$ cat src/rtl/ctrl_pkg.sv
// ============================================================================
// ctrl_pkg : opcodes, instruction classes, step and condition constants
// Revision : 1.0
// ============================================================================
`default_nettype none

package ctrl_pkg;

  localparam logic [4:0] OP_ALU       = 5'b00000;
  localparam logic [4:0] OP_LHI       = 5'b00001;
  localparam logic [4:0] OP_LLI       = 5'b00010;
  localparam logic [4:0] OP_LDRRI     = 5'b00011;
  localparam logic [4:0] OP_LDRRR     = 5'b00100;
  localparam logic [4:0] OP_STRRI     = 5'b00101;
  localparam logic [4:0] OP_STRRR_CMP = 5'b00110;
  localparam logic [4:0] OP_ADDI      = 5'b00111;
  localparam logic [4:0] OP_SUBI      = 5'b01000;
  localparam logic [4:0] OP_MOV       = 5'b01011;
  localparam logic [4:0] OP_JMP       = 5'b10000;
  localparam logic [4:0] OP_JAL       = 5'b10001;
  localparam logic [4:0] OP_JALR      = 5'b10010;
  localparam logic [4:0] OP_JR        = 5'b10011;
  localparam logic [4:0] OP_BCOND     = 5'b11000;
  localparam logic [4:0] OP_BAL       = 5'b11001;
  localparam logic [4:0] OP_SYS       = 5'b11100;

  // InsL sub-function selectors for the shared opcodes
  localparam logic [1:0] FN_STR = 2'b00;
  localparam logic [1:0] FN_CMP = 2'b01;
  localparam logic [1:0] FN_OUT = 2'b00;
  localparam logic [1:0] FN_HLT = 2'b01;

  typedef enum logic [3:0] {
    CLS_ALU   = 4'd0,
    CLS_IMM   = 4'd1,
    CLS_LDR   = 4'd2,
    CLS_STR   = 4'd3,
    CLS_CMP   = 4'd4,
    CLS_BCOND = 4'd5,
    CLS_JUMP  = 4'd6,
    CLS_JAL   = 4'd7,
    CLS_OUT   = 4'd8,
    CLS_HLT   = 4'd9,
    CLS_ILL   = 4'd10
  } ins_class_t;

  localparam logic [2:0] STEP_FETCH  = 3'd0;
  localparam logic [2:0] STEP_DECODE = 3'd1;
  localparam logic [2:0] STEP_2      = 3'd2;
  localparam logic [2:0] STEP_3      = 3'd3;
  localparam logic [2:0] STEP_4      = 3'd4;

  localparam logic [2:0] COND_NZ = 3'b000;
  localparam logic [2:0] COND_Z  = 3'b001;
  localparam logic [2:0] COND_C  = 3'b010;
  localparam logic [2:0] COND_NC = 3'b011;

  function automatic logic cond_taken(input logic [2:0] cond, input logic flag_c,
                                      input logic flag_z);
    logic taken;
    taken = 1'b0;
    case (cond)
      COND_NZ: taken = ~flag_z;
      COND_Z:  taken = flag_z;
      COND_C:  taken = flag_c;
      COND_NC: taken = ~flag_c;
      default: taken = 1'b0;
    endcase
    return taken;
  endfunction

endpackage

`default_nettype wire

$ cat src/rtl/ctrl_class_decode.sv
// ============================================================================
// ctrl_class_decode : combinational {InsM, InsL} -> instruction class
// Revision : 1.0
// ============================================================================
`default_nettype none

module ctrl_class_decode
  import ctrl_pkg::*;
(
  input  logic [4:0] InsM,
  input  logic [1:0] InsL,
  output ins_class_t ins_class
);

  always_comb begin
    ins_class = CLS_ILL;
    case (InsM)
      OP_ALU:                                  ins_class = CLS_ALU;
      OP_LHI, OP_LLI, OP_ADDI, OP_SUBI, OP_MOV: ins_class = CLS_IMM;
      OP_LDRRI, OP_LDRRR:                      ins_class = CLS_LDR;
      OP_STRRI:                                ins_class = CLS_STR;
      OP_STRRR_CMP: begin
        if (InsL == FN_STR)      ins_class = CLS_STR;
        else if (InsL == FN_CMP) ins_class = CLS_CMP;
      end
      OP_BCOND:                                ins_class = CLS_BCOND;
      OP_BAL, OP_JMP, OP_JR:                   ins_class = CLS_JUMP;
      OP_JAL, OP_JALR:                         ins_class = CLS_JAL;
      OP_SYS: begin
        if (InsL == FN_OUT)      ins_class = CLS_OUT;
        else if (InsL == FN_HLT) ins_class = CLS_HLT;
      end
      default:                                 ins_class = CLS_ILL;
    endcase
  end

endmodule

`default_nettype wire

$ cat src/rtl/ctrl_step_sequencer.sv
// ============================================================================
// ctrl_step_sequencer : step counter and per-step datapath strobes
// Revision : 1.0
// ============================================================================
`default_nettype none

module ctrl_step_sequencer
  import ctrl_pkg::*;
(
  input  logic       clk,
  input  logic       Rst,
  input  logic [4:0] InsM,
  input  logic [2:0] InsC,
  input  logic [1:0] InsL,
  input  logic       FlagC,
  input  logic       FlagZ,
  input  logic       Mem_ready,
  output logic [2:0] Cnt,
  output logic       IR_load,
  output logic       PC_inc,
  output logic       PC_load,
  output logic       Reg_WB,
  output logic       Mem_req,
  output logic       Mem_we,
  output logic       Out_en,
  output logic       Buff_PC,
  output logic       Halted,
  output logic       Illegal
);

  ins_class_t dec_class;
  ins_class_t cls_q, cls_d;
  logic [2:0] cnt_q, cnt_d;
  logic [2:0] cond_q, cond_d;
  logic       halted_q, halted_d;
  logic       advance;

  ctrl_class_decode u_class_decode (
    .InsM      (InsM),
    .InsL      (InsL),
    .ins_class (dec_class)
  );

  always_ff @(posedge clk) begin
    if (Rst) begin
      cnt_q    <= STEP_FETCH;
      cls_q    <= CLS_ILL;
      cond_q   <= 3'b000;
      halted_q <= 1'b0;
    end else begin
      cnt_q    <= cnt_d;
      cls_q    <= cls_d;
      cond_q   <= cond_d;
      halted_q <= halted_d;
    end
  end

  always_comb begin
    IR_load  = 1'b0;
    PC_inc   = 1'b0;
    PC_load  = 1'b0;
    Reg_WB   = 1'b0;
    Mem_req  = 1'b0;
    Mem_we   = 1'b0;
    Out_en   = 1'b0;
    Buff_PC  = 1'b0;
    Illegal  = 1'b0;
    advance  = 1'b1;
    cls_d    = cls_q;
    cond_d   = cond_q;
    halted_d = halted_q;
    cnt_d    = cnt_q;

    // A halted sequencer freezes: no strobes, no counting, until reset
    if (!Rst && !halted_q) begin
      case (cnt_q)
        STEP_FETCH: begin
          Mem_req = 1'b1;
          IR_load = Mem_ready;
          advance = Mem_ready;
        end
        STEP_DECODE: begin
          PC_inc = 1'b1;
          cls_d  = dec_class;
          cond_d = InsC;
        end
        STEP_2: begin
          case (cls_q)
            CLS_CMP:   Buff_PC = 1'b1;
            CLS_BCOND: begin
              PC_load = cond_taken(cond_q, FlagC, FlagZ);
              Buff_PC = 1'b1;
            end
            CLS_JUMP: begin
              PC_load = 1'b1;
              Buff_PC = 1'b1;
            end
            CLS_JAL:   Reg_WB = 1'b1;
            CLS_OUT: begin
              Out_en  = 1'b1;
              Buff_PC = 1'b1;
            end
            CLS_HLT: begin
              halted_d = 1'b1;
              advance  = 1'b0;
            end
            CLS_ILL: begin
              Illegal = 1'b1;
              Buff_PC = 1'b1;
            end
            default: advance = 1'b1;
          endcase
        end
        STEP_3: begin
          case (cls_q)
            CLS_ALU, CLS_IMM: begin
              Reg_WB  = 1'b1;
              Buff_PC = 1'b1;
            end
            CLS_LDR: begin
              Mem_req = 1'b1;
              advance = Mem_ready;
            end
            CLS_STR: begin
              Mem_req = 1'b1;
              Mem_we  = 1'b1;
              Buff_PC = Mem_ready;
              advance = Mem_ready;
            end
            CLS_JAL: begin
              PC_load = 1'b1;
              Buff_PC = 1'b1;
            end
            default: Buff_PC = 1'b1;
          endcase
        end
        STEP_4: begin
          Reg_WB  = (cls_q == CLS_LDR);
          Buff_PC = 1'b1;
        end
        // Unreachable step values fall back to fetch
        default: Buff_PC = 1'b1;
      endcase

      if (Buff_PC)      cnt_d = STEP_FETCH;
      else if (advance) cnt_d = cnt_q + 3'd1;
    end
  end

  assign Cnt    = cnt_q;
  assign Halted = halted_q;

endmodule

`default_nettype wire
$ cat config.mk
export PLATFORM = sky130hd
export DESIGN_NAME = ctrl_step_sequencer
export DESIGN_NICKNAME = d
export VERILOG_FILES = /design/src/rtl/ctrl_pkg.sv /design/src/rtl/ctrl_class_decode.sv /design/src/rtl/ctrl_step_sequencer.sv
export SDC_FILE = /design/constraint.sdc
export NUM_CORES = 1
export LEC_CHECK = 0
export ABC_AREA = 0
export ABC_CLOCK_PERIOD_IN_PS = 1900
export BUFFER_PORTS_ARGS = -buffer_cell sky130_fd_sc_hd__buf_2
export CORE_MARGIN = 5
export CORE_UTILIZATION = 40
export CTS_CLUSTER_SIZE = 12
export DETAILED_ROUTE_END_ITERATION = 7
export HOLD_SLACK_MARGIN = 0.1
export MAX_ROUTING_LAYER = met4
export PLACE_DENSITY_LB_ADDON = 0.15
export RECOVER_POWER = 100
export SKIP_CTS_REPAIR_TIMING = 1
export SKIP_LAST_GASP = 1
export SYNTH_ARGS = -nofsm -noshare
export SYNTH_HDL_FRONTEND = slang
export SYNTH_SLANG_ARGS = --single-unit
$ cat constraint.sdc
create_clock -name clk -period 1.9 [get_ports clk]
set_input_delay 0.285 -clock clk [delete_from_list [all_inputs] [get_ports clk]]
set_output_delay 0.285 -clock clk [all_outputs]
set_load 0.03 [all_outputs]
### Word level (Yosys, flattened, before mapping)

Index checks and enable logic that the tools add are counted.

| operators by class | value |
|---|---|
| add/subtract/negate cells | 1 |
| $mul | 0 |
| divide/modulo/power cells | 0 |
| magnitude comparators | 0 |
| equality and inequality tests | 34 |
| shifts and indexed selects | 0 |
| muxes and demuxes | 40 |
| bitwise operators | 2 |
| reductions and logical operators | 20 |

Operator list:

| cell | count |
|---|---|
| one-hot mux 4 bit (9 select lines) | 1 |
| equality test 5 bit, second input constant | 7 |
| 2-to-1 mux 1 bit | 25 |
| equality test 5 x 3 -> 1 bit, second input constant | 4 |
| equality test 4 x 3 -> 1 bit, second input constant | 4 |
| equality test 3 x 2 -> 1 bit, second input constant | 4 |
| equality test 4 bit, second input constant | 3 |
| 2-to-1 mux 4 bit | 3 |
| equality test 5 x 2 -> 1 bit, second input constant | 2 |
| equality test 5 x 4 -> 1 bit, second input constant | 2 |
| OR reduction 2 bit | 5 |
| OR reduction 5 bit | 2 |
| one-hot mux 1 bit (3 select lines) | 3 |
| equality test 4 x 2 -> 1 bit, second input constant | 2 |
| one-hot mux 1 bit (2 select lines) | 4 |
| equality test 3 x 1 -> 1 bit, second input constant | 2 |
| logical NOT 3 bit | 2 |
| 2-to-1 mux 3 bit | 2 |
| equality test 5 x 1 -> 1 bit, second input constant | 1 |
| logical NOT 5 bit | 1 |
| equality test 4 x 1 -> 1 bit, second input constant | 1 |
| logical NOT 4 bit | 1 |
| one-hot mux 1 bit (4 select lines) | 1 |
| AND reduction 2 bit | 2 |
| 11 further kinds | 13 |

| storage, ports and cells | value |
|---|---|
| register bits | 11 |
| bits in latches | 0 |
| memory bits (writable) | 0 |
| ROM bits | 0 |
| output and inout bits | 13 |
| memories kept | 0 |

### Depth between registers and ports, before layout

| depth | value |
|---|---|
| depth in word-level cells | 7 |
| gate-level depth with buffers | 8 |
| gate-level depth less buffers | 7 |

### Cells and area by module

A second synthesis with hierarchy kept.

| second synthesis, totals | value |
|---|---|
| cells, all modules | 134 |
| area total of the unflattened synthesis | 1012.2 sq um |

Modules (own cells, without submodules):

| module | instances | cells an instance | area each (sq um) | seq. area each (sq um) |
|---|---|---|---|---|
| ctrl_step_sequencer | 1 | 102 | 793.3 | 220.2 |
| ctrl_class_decode | 1 | 32 | 219.0 | 0.0 |

### Worst setup path after synthesis

No wires, ideal clock.

| timing path | value |
|---|---|
| path kind | reg2out |
| from | register cnt_q[1], in the netlist Cnt[1] |
| to | output port Reg_WB |
| arrival | 2.290 ns |
| path slack | -0.675 ns |
| cell stages (with the launch flop) | 7 |
| path buffers | 0 |
| cell sequence | dfxtp_1 ha_1 nor2b_2 nand3_1 o31ai_1 a22oi_1 nor4b_1 |

| on the way | value |
|---|---|
| longest elaborated chain between the ends | 3 |
| elaborated cells on any way between the ends | 5 |

Ends and longest elaborated chain:

| what | RTL line | text |
|---|---|---|
| start: declaration | ctrl_step_sequencer.sv:33 | `logic [2:0] cnt_q, cnt_d;` |
| start signal: assignment | ctrl_step_sequencer.sv:51 | `cnt_q <= cnt_d;` |
| equality test 3 bit or equality test 3 x 2 -> 1 bit (tied branches) | ctrl_step_sequencer.sv:76 | `case (cnt_q)` |
| one-hot mux 1 bit (3 select lines) * | ctrl_step_sequencer.sv:76 |  |
| 2-to-1 mux 1 bit * | ctrl_step_sequencer.sv:75 | `if (!Rst && !halted_q) begin` |
| end: declaration | ctrl_step_sequencer.sv:22 | `output logic Reg_WB,` |

Every way passes the cells marked *; elsewhere a longest branch is shown, timed or not.

### Worst setup path in the final report

| timing path | value |
|---|---|
| from | register cnt_q[0], in the netlist Cnt[0] |
| to | output port Reg_WB |

Same word-level chain as after synthesis.

==> flow_summary.json <==
{
  "drv_slew": 0,
  "skew_ns": 0.00263,
  "pre_cts_slack_ns": 0.0162,
  "area_delta_synth_final_pct": 33.5,
  "fin_nets": 185,
  "antenna_cells": 0,
  "start_util_pct": 41.8,
  "die_x_um": 60.9,
  "failed_checks": "negative setup slack",
  "syn_area_mm2": 0.00104,
  "grt_start_max_net_pins": 16,
  "maxCapViolCount": 0,
  "min_to": "cond_q[0]$_SDFFE_PP0P_",
  "row_count": 18,
  "synth_warnings": 0,
  "run_status": "complete, but fails checks",
  "ios": 28,
  "leakagePower_nw": 0.569,
  "routabilityCongestion": 0.919,
  "arrival_ns": 1.75,
  "grt_usage_pct": 16.0,
  "dieArea_mm2": 0.00371,
  "slew_headroom_pct": 69.3,
  "synth_cells": 135,
  "cts_buffer_depth": 2,
  "final.fill_count": 249,
  "power.switching_uw": 670,
  "tightest_slew_ns": 0.460,
  "timing.rr.end": "Cnt[2]$_SDFFE_PP0P_",
  "endpoint_kind": "output port",
  "multi_input_area_um2": 860,
  "holdPathStages": 3,
  "fmax_mhz": 491,
  "final_area_mm2": 0.00138,
  "crit_family": "simple AND/OR/NAND/NOR gates",
  "grt-ovfl-total": 0,
  "ys_types": 47,
  "antenna_found_initial": 0,
  "path_class": "flip-flop to output port",
  "cts_buffers": 3,
  "powerDensity_mw_per_mm2": 1040,
  "synthArstFlopShare_pct": 0,
  "yosys.area.top_type": "dfxtp_1",
  "crit_chain": "inv_6, ha_4, nor2b_4, nand3_2, o31ai_4, a22oi_2, nor4b_4, buf_4",
  "cp_slowest_cell": "dfxtp_4",
  "cp_num_buf_inv": 2,
  "syn-num-nets": 155,
  "grt_pass1_wl_um": 4400,
  "first_global_vias": 979,
  "cp-start-kind": "flip-flop",
  "routedWlPerCell_um": 14.5,
  "yosysTopAreaCellShare_pct": 21.3,
  "fin_crit_sh_pct": 107,
  "cp_max_fo": 4,
  "htree_num_levels": 1,
  "finalHoldViolCount": 0,
  "crit_path_max_incr_delay_ns": 0.37,
  "cp.required_ns": 1.62,
  "cts_tree": "built",
  "netlist_top_cells_area": "dfxtp_1, ha_1, nand2_1",
  "internal_power_uw": 765,
  "final_cell_mix": "buf_2, nor2_1, nand2_1, buf_4, dfxtp_1",
  "r2r_cells": 9,
  "peakVddDrop_v": 0.000735,
  "r2r_start": "Cnt[0]$_SDFFE_PP0P_",
  "avgSynthCellArea_um2": 7.67,
  "setup_violations": 3,
  "first_pass_iters": 4,
  "pwr-share-seq_pct": 26.6,
  "post_drt_via_cell_ratio": 5.66,
  "power_mw": 1.44,
  "final_common_cell": "buf_2",
  "p_comb_share_pct": 62.3,
  "setup-tns-final_ns": -0.283,
  "synth_edf_count": 0,
  "cts-root-buf": "clkbuf_4",
  "whs_ns": 0.204,
  "remaining_drc_errors": 0,
  "ant_nets": 0,
  "min_path_type": "primary input to flip-flop",
  "clockPowerShare_pct": 11.0,
  "switching_share_pct": 46.7,
  "via_count": 1098,
  "fin_crit_ns": 2.04,
  "seqCellArea_um2": 229,
  "place_area_mm2": 0.00123,
  "drt_iter0_drc": 50,
  "min_from": "InsC[0]",
  "synth_ff_type": "dfxtp_1",
  "cts.clk_slew.worst_paths_ns": 0.07,
  "die_height_um": 60.9,
  "routed_wl_um": 2820,
  "port_buffers": 27,
  "r2r_setup_slack_ns": 0.20,
  "critPathLaunch": "Cnt[0]$_SDFFE_PP0P_",
  "rsz0062_at_grt": "true",
  "cts_sinks": 11,
  "setup_ws_ns": -0.136,
  "core_area_mm2": 0.00248,
  "drive_gt1_share_pct": 38.4,
  "insertion_delay_ns": 0.26,
  "seq_area_frac_synth_pct": 21.3,
  "ys_seq_elements": 11,
  "place_hpwl_um": 2080
}
worst register-to-register path, stage by stage (launching register included):
cell and delay [ns]:
dfxtp_4 0.37, inv_6 0.08, ha_4 0.12, buf_4 0.11
nor4b_4 0.24, buf_4 0.16, a32oi_1 0.05, o21ai_1 0.27
nand3b_1 0.14, o31ai_1 0.08
synth_stat cells, types with 3 or more instances:
master / n
nand2_1: 13
nor2_1: 13
dfxtp_1: 11
inv_1: 7
o21ai_0: 7
nand3b_1: 6
a21oi_1: 5
buf_2: 5
ha_1: 5
nand3_1: 5
o31ai_1: 5
nor2b_1: 4
nor3_1: 4
nor3b_1: 3
o21ai_1: 3
power groups by stage:
stage	registers, mW	clock network [mW]	logic [mW]
after floorplan	0.357	0	0.554
after global placement	0.348	0	0.775
after detailed placement	0.352	0	0.794
after CTS	0.347	0.164	0.797
after global routing	0.392	0.177	0.971
final	0.382	0.158	0.894
flip-flops by register name, indices dropped and copies added (netlist names):
register and count:
cond_q 3, Cnt 3, cls_q 4, Halted 1
final cells by class:
class / instances / area share, %
Timing Repair Buffer: 34 / 14.2
Multi-Input combinational cell: 108 / 62.2
Clock buffer: 4 / 1.90
Inverter: 7 / 2.44
Tap cell: 30 / 2.71
Sequential cell: 11 / 16.6
layer usage:
layer / global-route usage [%] / vias up / part of all wire [%] / wire length, um
met4: 5.57 / 0 / 0.89 / 25
met1: 20.0 / 509 / 42 / 1190
met3: 1.91 / 2 / 4.9 / 138
li1: - / 553 / - / -
met5: - / - / 0 / 0
met2: 26.6 / 34 / 52 / 1460
per-stage QoR:
step	utilization, %	std cells
2_1_floorplan	-	135
3_3_place_gp	49.8	189
3_5_place_dp	49.8	189
4_1_cts	50.9	193
5_1_grt	55.8	194
6_report	55.8	194
how the worst max path moves through the flow:
stage                          to  slack, ns  depth (start not counted)
after global routing      Buff_PC      -0.23                          7
after CTS                 Buff_PC      -0.28                          7
after global placement    Buff_PC       0.06                          7
after floorplan            Reg_WB      -0.11                          6
final                      Reg_WB      -0.14                          8
after detailed placement  Buff_PC       0.02                          7
cells by family after synthesis:
| family | share of synthesized area [%] |
|---|---|
| flops | 21.3 |
| compound gates | 24.5 |
| fa+ha+maj | 6.04 |
| simple gates | 37.4 |
| buf+inv | 8.21 |
| xor+xnor | 2.54 |
Power figures use the tool's default switching activity.
